`src/rtl/ipv4_rx_parser.sv`:
```
// ipv4_rx_parser: decodes one IPv4 datagram presented as a 32-bit big-endian
// word stream. Extracts header fields, verifies checksum and length, filters
// on destination address, and forwards option and payload words.
module ipv4_rx_parser #(
  parameter bit          CHECK_CHKSUM = 1'b1,
  parameter bit          DEST_FILTER  = 1'b0,
  parameter logic [31:0] LOCAL_IP     = 32'h980E5E4B,
  parameter int unsigned MAX_IHL      = 15
) (
  input  logic        clk,
  input  logic        reset,
  input  logic [31:0] data,
  input  logic        valid,
  input  logic        start,
  output logic [3:0]  version,
  output logic [3:0]  IHL,
  output logic [7:0]  type_of_ser,
  output logic [7:0]  time_to_live,
  output logic [7:0]  protocol,
  output logic [15:0] total_length,
  output logic [15:0] identification,
  output logic [15:0] head_chks16,
  output logic [2:0]  flag,
  output logic [12:0] frag_offset,
  output logic [31:0] src_ip,
  output logic [31:0] dest_ip,
  output logic [31:0] opt_data,
  output logic        opt_wr,
  output logic [15:0] len_out,
  output logic [31:0] data_out,
  output logic        wr_en,
  output logic [3:0]  keep,
  output logic        ok,
  output logic        fin,
  output logic [4:0]  err
);

  typedef enum logic [2:0] {
    IDLE    = 3'd0,
    HDR     = 3'd1,
    OPT     = 3'd2,
    PAYLOAD = 3'd3,
    DROP    = 3'd4
  } state_t;

  state_t      state_r;
  logic [2:0]  idx_r;
  logic [15:0] cnt_r;
  logic [16:0] acc_r;
  logic [4:0]  pend_err_r;
  logic        pend_ok_r;

  logic [16:0] acc_w0_s;
  logic [16:0] acc_nx_s;
  logic [3:0]  w0_ihl_s;
  logic        w0_bad_s;
  logic [13:0] w0_words_s;
  logic [31:0] dst_s;
  logic [15:0] hdr_bytes_s;
  logic [15:0] plen_s;
  logic [15:0] pwords_s;
  logic        chk_bad_s;
  logic        len_bad_s;
  logic        dm_s;
  logic        enf_s;
  logic [4:0]  err_v_s;
  logic        last_hdr_s;

  // One's-complement add of both 16-bit halves of a word, carry folded back in.
  // The result never carries out, so bit 16 of the return value stays 0.
  function automatic logic [16:0] csum_add(input logic [16:0] acc, input logic [31:0] w);
    logic [16:0] t;
    t = {1'b0, acc[15:0]} + {1'b0, w[31:16]};
    t = {1'b0, t[15:0]} + {16'h0000, t[16]};
    t = {1'b0, t[15:0]} + {1'b0, w[15:0]};
    t = {1'b0, t[15:0]} + {16'h0000, t[16]};
    return t;
  endfunction

  // Byte-valid mask for the final payload word given len_out mod 4.
  function automatic logic [3:0] last_keep(input logic [1:0] m);
    logic [3:0] k;
    case (m)
      2'd1:    k = 4'b1000;
      2'd2:    k = 4'b1100;
      2'd3:    k = 4'b1110;
      default: k = 4'b1111;
    endcase
    return k;
  endfunction

  assign acc_w0_s    = csum_add(17'd0, data);
  assign acc_nx_s    = csum_add(acc_r, data);
  assign w0_ihl_s    = data[27:24];
  assign w0_bad_s    = (data[31:28] != 4'd4) || (w0_ihl_s < 4'd5) || (32'(w0_ihl_s) > MAX_IHL);
  assign w0_words_s  = data[15:2];
  // On the last plain header word the destination is still on the input bus.
  assign dst_s       = (state_r == HDR) ? data : dest_ip;
  assign hdr_bytes_s = {10'd0, IHL, 2'b00};
  assign plen_s      = total_length - hdr_bytes_s;
  assign pwords_s    = {2'b00, plen_s[15:2]} + {15'd0, |plen_s[1:0]};
  assign chk_bad_s   = (acc_nx_s != 17'h0FFFF);
  assign len_bad_s   = (total_length < hdr_bytes_s);
  assign dm_s        = DEST_FILTER && (dst_s != LOCAL_IP);
  assign enf_s       = dm_s || len_bad_s || (CHECK_CHKSUM && chk_bad_s);
  assign err_v_s     = {1'b0, dm_s, len_bad_s, 1'b0, chk_bad_s};
  // Final header or option word being accepted: time to evaluate the checks.
  assign last_hdr_s  = valid && !start &&
                       (((state_r == HDR) && (idx_r == 3'd4) && (IHL == 4'd5)) ||
                        ((state_r == OPT) && (cnt_r == 16'd1)));

  // Parser state machine with all outputs registered.
  always_ff @(posedge clk) begin
    if (reset) begin
      state_r        <= IDLE;
      idx_r          <= 3'd0;
      cnt_r          <= 16'd0;
      acc_r          <= 17'd0;
      pend_err_r     <= 5'd0;
      pend_ok_r      <= 1'b0;
      version        <= 4'd0;
      IHL            <= 4'd0;
      type_of_ser    <= 8'd0;
      time_to_live   <= 8'd0;
      protocol       <= 8'd0;
      total_length   <= 16'd0;
      identification <= 16'd0;
      head_chks16    <= 16'd0;
      flag           <= 3'd0;
      frag_offset    <= 13'd0;
      src_ip         <= 32'd0;
      dest_ip        <= 32'd0;
      opt_data       <= 32'd0;
      opt_wr         <= 1'b0;
      len_out        <= 16'd0;
      data_out       <= 32'd0;
      wr_en          <= 1'b0;
      keep           <= 4'd0;
      ok             <= 1'b0;
      fin            <= 1'b0;
      err            <= 5'd0;
    end else begin
      opt_wr <= 1'b0;
      wr_en  <= 1'b0;
      fin    <= 1'b0;
      if (valid && start) begin
        // A start inside a datagram closes the old one as aborted.
        if (state_r != IDLE) begin
          fin <= 1'b1;
          ok  <= 1'b0;
          err <= 5'b10000;
        end
        version      <= data[31:28];
        IHL          <= w0_ihl_s;
        type_of_ser  <= data[23:16];
        total_length <= data[15:0];
        acc_r        <= acc_w0_s;
        if (w0_bad_s) begin
          if (w0_words_s <= 14'd1) begin
            state_r <= IDLE;
            fin     <= 1'b1;
            ok      <= 1'b0;
            err     <= {state_r != IDLE, 4'b0010};
          end else begin
            state_r    <= DROP;
            cnt_r      <= {2'b00, w0_words_s} - 16'd1;
            pend_err_r <= 5'b00010;
            pend_ok_r  <= 1'b0;
          end
        end else begin
          state_r <= HDR;
          idx_r   <= 3'd1;
        end
      end else if (valid) begin
        case (state_r)
          HDR: begin
            acc_r <= acc_nx_s;
            idx_r <= idx_r + 3'd1;
            case (idx_r)
              3'd1: begin
                identification <= data[31:16];
                flag           <= data[15:13];
                frag_offset    <= data[12:0];
              end
              3'd2: begin
                time_to_live <= data[31:24];
                protocol     <= data[23:16];
                head_chks16  <= data[15:0];
              end
              3'd3:    src_ip  <= data;
              3'd4:    dest_ip <= data;
              default: idx_r   <= idx_r;
            endcase
            if ((idx_r == 3'd4) && (IHL > 4'd5)) begin
              state_r <= OPT;
              cnt_r   <= {12'd0, IHL - 4'd5};
            end
          end
          OPT: begin
            opt_data <= data;
            opt_wr   <= 1'b1;
            acc_r    <= acc_nx_s;
            cnt_r    <= cnt_r - 16'd1;
          end
          PAYLOAD: begin
            data_out <= data;
            wr_en    <= 1'b1;
            keep     <= (cnt_r == 16'd1) ? last_keep(len_out[1:0]) : 4'b1111;
            cnt_r    <= cnt_r - 16'd1;
            if (cnt_r == 16'd1) begin
              state_r <= IDLE;
              fin     <= 1'b1;
              ok      <= pend_ok_r;
              err     <= pend_err_r;
            end
          end
          DROP: begin
            cnt_r <= cnt_r - 16'd1;
            if (cnt_r == 16'd1) begin
              state_r <= IDLE;
              fin     <= 1'b1;
              ok      <= pend_ok_r;
              err     <= pend_err_r;
            end
          end
          default: state_r <= IDLE;
        endcase
        // Checks close the header; they override the per-state updates above.
        if (last_hdr_s) begin
          len_out    <= plen_s;
          pend_err_r <= err_v_s;
          pend_ok_r  <= !enf_s;
          if (len_bad_s || (pwords_s == 16'd0)) begin
            state_r <= IDLE;
            fin     <= 1'b1;
            ok      <= !enf_s;
            err     <= err_v_s;
          end else begin
            state_r <= enf_s ? DROP : PAYLOAD;
            cnt_r   <= pwords_s;
          end
        end
      end
    end
  end

endmodule

```
`config.mk`:
```
export PLATFORM = sky130hd
export DESIGN_NAME = ipv4_rx_parser
export DESIGN_NICKNAME = d
export VERILOG_FILES = /design/src/rtl/ipv4_rx_parser.sv
export SDC_FILE = /design/constraint.sdc
export NUM_CORES = 1
export LEC_CHECK = 0
export ABC_AREA = 1
export CAP_MARGIN = 5
export CORE_UTILIZATION = 40
export CTS_CLUSTER_SIZE = 14
export DETAILED_ROUTE_END_ITERATION = 10
export HOLD_SLACK_MARGIN = 0.08
export PLACE_DENSITY = 0.67
export SETUP_SLACK_MARGIN = 0.02
export SKIP_CTS_REPAIR_TIMING = 1
export SYNTH_ARGS = -nofsm -noshare
export SYNTH_HDL_FRONTEND = slang
export SYNTH_SLANG_ARGS = --single-unit
```
`constraint.sdc`:
```
create_clock -name clk -period 9.1 [get_ports clk]
set_input_delay 2.73 -clock clk [delete_from_list [all_inputs] [get_ports clk]]
set_output_delay 2.73 -clock clk [all_outputs]
set_load 0.05 [all_outputs]
```
==> flow_metrics.env, run 1 <==
export IMPL_max_slew_margin_pct=25.60
export IMPL_hold_ws_ps=454.8
export IMPL_cts_tree="built"
export IMPL_rsz0062_at_grt="true"
export IMPL_wl_per_cell_um=18.90
export IMPL_synth_top_area_cell="dfxtp_1"
export IMPL_grtUsageMet3_pct=9.200
export IMPL_worst_slew_pin_slew_ps=1113
export IMPL_cp_required_ps=9490
export IMPL_arrival_ps=9070
export IMPL_pre_cts_slack_ps=-879.5
export IMPL_busiest_layer="met2"
export IMPL_synth_area_top_cells="dfxtp_1 36%, nand2_1 10%, nor2_1 8.3%"
export IMPL_drtIter0Drc=1283
export IMPL_setup_worst_path_start_class="input pin"
export IMPL_antenna_found_initial=2
export IMPL_hold_class="flip-flop to flip-flop"
export IMPL_synth_top_area_share_pct=36.22
export IMPL_clk_path_buf_depth=3
export IMPL_core_sq_um=40010
export IMPL_synth_common_cells="450 x nand2_1, 362 x nor2_1, 295 x dfxtp_1"
export IMPL_grt_overflow=0
export IMPL_finalSetupTns_ps=0
export IMPL_synth_cell_types=56
export IMPL_final_hold_violation_count=0
export IMPL_irDropWorstVdd_mv=0.1239
export IMPL_slew_viol_final=0
export IMPL_maxCapViolations=0
export IMPL_n_fill_cell=3919
export IMPL_vias=17779
export IMPL_syn_to_final_growth_pct=32.54
export IMPL_io_pins=289
export IMPL_synthCells=2428
export IMPL_drc=0
export IMPL_port_buffers=288
export IMPL_crit_fanout=4
export IMPL_finClkSkew_ps=36.89
export IMPL_async_flop_share_pct=0
export IMPL_rows=73
export IMPL_fmax_mhz=115.2
export IMPL_crit_path_end_kind="flip-flop"
export IMPL_hpwlAfterDp_um=44090
export IMPL_gr_usage_all_layers_pct=29.56
export IMPL_setup_viol=0
export IMPL_cts_sinks=295
export IMPL_syn_nets=2544
export IMPL_synthFlopType="dfxtp_1"
export IMPL_grt_max_degree=106
export IMPL_initial_core_util_pct=40.76
export IMPL_outcome="finished clean"
export IMPL_crit_type="input pin to flip-flop"
export IMPL_syn_area_sq_um=16310
export IMPL_synth_most_common_cell="nand2_1"
export IMPL_clk_latency_ps=550
export IMPL_drive_gt1_share_pct=9.055
export IMPL_grt_pass1_vias=16902
export IMPL_period_needed_ps=8680
export IMPL_avgSynthCellArea_sq_um=6.716
export IMPL_viasPerCell=5.389
export IMPL_yosysWarnings=0
export IMPL_firstDrtPassIters=5
export IMPL_fin_nets=2863
export IMPL_routed_wl_um=62350
export IMPL_worst_path_max_delay_cell="clkdlybuf4s50_1"
export IMPL_die_w_um=203.9
export IMPL_ys_seq_elements=295
export IMPL_htreeDepth=2
export IMPL_slowest_delay_ps=490
export IMPL_cts_root_buf="clkbuf_16"
export IMPL_drtAntennaViolNets=0
export IMPL_cpMostUsedCell="nand2_1"
export IMPL_fin_area_sq_um=21610
export IMPL_fp_dieArea_sq_um=41580
export IMPL_p_per_area_nw_per_um2=188.2
export IMPL_yosysSeqAreaShare_pct=36.22
export IMPL_die_h_um=203.9
export IMPL_fin_util_pct=54.03
export IMPL_use_met1_pct=37.17
export IMPL_synth_edf_count=0
export IMPL_setup_ws_ps=420.1
export IMPL_total_power_mw=4.068
export IMPL_gp_congestion=0.9618
export IMPL_dp_cells=3228
export IMPL_leakagePower_nw=9.266
export IMPL_placed_cell_area_sq_um=20180
export IMPL_grt_pass1_wl_um=96060
export IMPL_finalNonFillerCells=3299
export IMPL_cts_buffers=35
export IMPL_clkTransAtPathRegs_ps=60
export IMPL_finalCritPeriodShare_pct=95.38
export IMPL_use_met2_pct=46.48
-- state kept, by name, summed over array words and instances (netlist names), 16 cells and up --
| signal | cells |
|---|---|
| data_out | 32 |
| dest_ip | 32 |
| opt_data | 32 |
| src_ip | 32 |
| acc_r | 16 |
| cnt_r | 16 |
| head_chks16 | 16 |
| identification | 16 |
| len_out | 16 |
| total_length | 16 |
-- path summary, 6_finish.rpt --
kind	start	end	slack (ps)	cells past startpoint
max reg2reg	acc_r[0]$_SDFFE_PP0P_	err[0]$_SDFFE_PP0N_	2760	44
min reg2reg	err[3]$_SDFFE_PP0N_	err[3]$_SDFFE_PP0N_	450	2
min	err[3]$_SDFFE_PP0N_	err[3]$_SDFFE_PP0N_	450	2
max	data[16]	err[0]$_SDFFE_PP0N_	420	45
-- critical path: cells and delay by family --
kind / cells / cell delay [ps]
xor+xnor: 1 / 180
buf+inv: 5 / 830
fa+ha+maj: 6 / 1410
simple gates: 24 / 2700
compound gates: 9 / 1230
-- logic make-up after synthesis --
kind of cell	share of synthesized area, %
DFF	36.22
buffers and inverters	8.064
and+or+nand+nor	29.08
adders and majority gates	6.322
xor gates and xnor gates	2.363
AOI/OAI and AO/OA	17.89
muxes	0.06139
-- where the power goes --
group,internal [mW],switching (mW),total (mW)
clock network,0.880,0.578,1.46
registers,1.32,0.0310,1.36
logic,0.440,0.815,1.25
total,2.65,1.42,4.07
-- final cells by class --
type,count,area (sq um),area share (%)
diodes,2,5.005,0.02316
repair buffers,397,3699,17.11
well taps,525,656.9,3.039
clock buffers,49,988.4,4.573
inverters,228,860.8,3.983
clock inverters,13,214.0,0.9899
multi-input cells,1790,9284,42.95
flip-flops and latches,295,5906,27.32
-- per-layer routing --
layer	wire length, um	vias up	share of wire (%)
met2	27690	659	44
met4	2394	2	3.8
met1	26070	8332	42
met5	13	-	0.021
met3	6177	118	9.9
li1	-	8668	-
-- cell usage in the layout (no fill, tap or decap), drive strengths merged, types with 5 or more instances in the layout --
cell | Yosys | final
a21o | 5 | 5
a21oi | 242 | 242
a31oi | 12 | 12
buf | 14 | 110
clkbuf | 101 | 49
clkdlybuf4s50 | 0 | 287
clkinv | 5 | 10
dfxtp | 295 | 295
ha | 76 | 76
inv | 223 | 225
nand2 | 459 | 459
nand3 | 211 | 211
nand4 | 34 | 34
nor2 | 376 | 376
nor3 | 16 | 16
nor4 | 8 | 8
o211ai | 12 | 12
o21ai | 242 | 242
o21bai | 7 | 7
or2 | 7 | 7
xnor2 | 11 | 11
xor2 | 33 | 33
No activity file was read; power rests on OpenSTA's default activity.
==> inputs of run 2 (changes only) <==
PLACE_DENSITY = 0.71   (was 0.67)
==> flow_metrics.env, run 2 (synthesis results as in run 1) <==
export IMPL_outcome="finished clean"
export IMPL_cts_tree="built"
export IMPL_syn_to_final_growth_pct=31.41
export IMPL_antennaDiodeCount=0
export IMPL_m1WireLength_um=25840
export IMPL_r2r_end="err[0]$_SDFFE_PP0N_"
export IMPL_crit_fanout=4
export IMPL_drive_gt1_share_pct=8.738
export IMPL_worst_slew_pin_slew_ps=1154
export IMPL_clk_path_buf_depth=3
export IMPL_setup_worst_path_start_class="input pin"
export IMPL_p_per_area_nw_per_um2=185.4
export IMPL_cp_required_ps=9500
export IMPL_gp_congestion=0.9551
export IMPL_period_needed_ps=8748
export IMPL_drc=0
export IMPL_final_common_cell="nand2_1"
export IMPL_worst_path_max_delay_cell="a2111oi_1"
export IMPL_grt_pass1_wl_um=96340
export IMPL_crit_type="input pin to flip-flop"
export IMPL_clk_latency_ps=560
export IMPL_finClkSkew_ps=23.36
export IMPL_grt_pass1_vias=16580
export IMPL_fin_nets=2851
export IMPL_cts_buffers=34
export IMPL_clkTransAtPathRegs_ps=60
export IMPL_setup_ws_ps=351.8
export IMPL_io_pins=289
export IMPL_initial_core_util_pct=40.76
export IMPL_grt_max_degree=120
export IMPL_irDropWorstVdd_mv=0.1639
export IMPL_gr_usage_all_layers_pct=29.80
export IMPL_cts_sinks=295
export IMPL_maxCapViolations=0
export IMPL_die_h_um=203.9
export IMPL_core_sq_um=40010
export IMPL_routed_wl_um=63370
export IMPL_path_delay_family="simple AND/OR/NAND/NOR gates"
export IMPL_final_hold_violation_count=0
export IMPL_port_buffers=288
export IMPL_vias=17889
export IMPL_firstDrtPassIters=6
export IMPL_worstSetupEndpoint="err[0]$_SDFFE_PP0N_"
export IMPL_rows=73
export IMPL_rr_startpoint="acc_r[0]$_SDFFE_PP0P_"
export IMPL_slowest_delay_ps=620
export IMPL_drtIter0Drc=1473
export IMPL_fmax_mhz=114.3
export IMPL_cpMostUsedCell="nand2_1"
export IMPL_wl_met2_um=28700
export IMPL_drtAntennaViolNets=0
export IMPL_pre_cts_slack_ps=-604.4
export IMPL_startpoint="data[23]"
export IMPL_die_w_um=203.9
export IMPL_hpwlAfterDp_um=45030
export IMPL_wl_per_cell_um=19.30
export IMPL_grt_overflow=0
export IMPL_ff2ff_path_depth=44
export IMPL_finalCritPeriodShare_pct=96.13
export IMPL_leakagePower_nw=9.158
export IMPL_max_slew_margin_pct=22.99
export IMPL_finalSetupTns_ps=0
export IMPL_worst_path_buf_inv=5
export IMPL_top_layer="met5"
export IMPL_viasPerCell=5.449
export IMPL_crit_path_end_kind="flip-flop"
export IMPL_final_cell_mix="446 x nand2_1, 351 x nor2_1, 295 x dfxtp_1"
export IMPL_setup_viol=0
export IMPL_fp_dieArea_sq_um=41580
export IMPL_cts_root_buf="clkbuf_16"
export IMPL_worst_path_stages=41
export IMPL_hold_class="flip-flop to flip-flop"
export IMPL_htreeDepth=2
export IMPL_r2r_slack_ps=2640
export IMPL_antenna_found_initial=1
export IMPL_arrival_ps=9150
export IMPL_slew_viol_final=0
export IMPL_routed_wl_met3_um=6611
==> run 2: worst min-delay path by stage <==
stage / depth (start not counted) / startpoint / to / slack (ps)
finish: 2 / err[3]$_SDFFE_PP0N_ / err[3]$_SDFFE_PP0N_ / 450
global route: 2 / protocol[7]$_SDFFE_PP0P_ / protocol[7]$_SDFFE_PP0P_ / 480
CTS: 2 / err[3]$_SDFFE_PP0N_ / err[3]$_SDFFE_PP0N_ / 450
detailed placement: 2 / err[3]$_SDFFE_PP0N_ / err[3]$_SDFFE_PP0N_ / 450
global placement: 2 / err[3]$_SDFFE_PP0N_ / err[3]$_SDFFE_PP0N_ / 440
floorplan: 2 / pend_err_r[1]$_SDFFE_PP0P_ / pend_err_r[1]$_SDFFE_PP0P_ / 440
==> run 2: metal layers <==
metal	GRT usage (%)	up-vias
li1	-	8650
met1	37.68	8329
met2	48.07	765
met3	8.881	143
met4	10.02	2
met5	0	-
==> run 2: per-stage QoR <==
step | util, % | power, mW | cells | instance area (sq um) | hold WS (ps)
final | 53.57 | 3.972 | 3283 | 21430 | 448.9
after global routing | 53.57 | 4.173 | 3283 | 21430 | 477.9
after CTS | 53.04 | 3.918 | 3280 | 21220 | 453.8
after detailed placement | 50.29 | 2.557 | 3221 | 20120 | 445.3
after global placement | 50.29 | 2.547 | 3221 | 20120 | 435.9
after floorplan | - | 2.137 | 2428 | 16310 | 440.6
==> run 2: final cells by class <==
class	instances	area [sq um]
clock buffer	49	987.2
sequential	295	5906
fill	3898	18580
clock inverter	10	110.1
multi-input combinational	1790	9295
tap	525	656.9
inverter	228	860.8
timing repair buffer	386	3613
==> run 2: worst min-delay path: stages, from the launching register on <==
cell and delay [ps]:
dfxtp_1 310, nand2_1 60, nor2_1 40
==> run 2: where the power goes <==
group          switching (mW)  total [mW]  internal, mW
clock network           0.577        1.37         0.789
registers              0.0329        1.36          1.32
logic                   0.816        1.25         0.433
total                    1.43        3.97          2.55
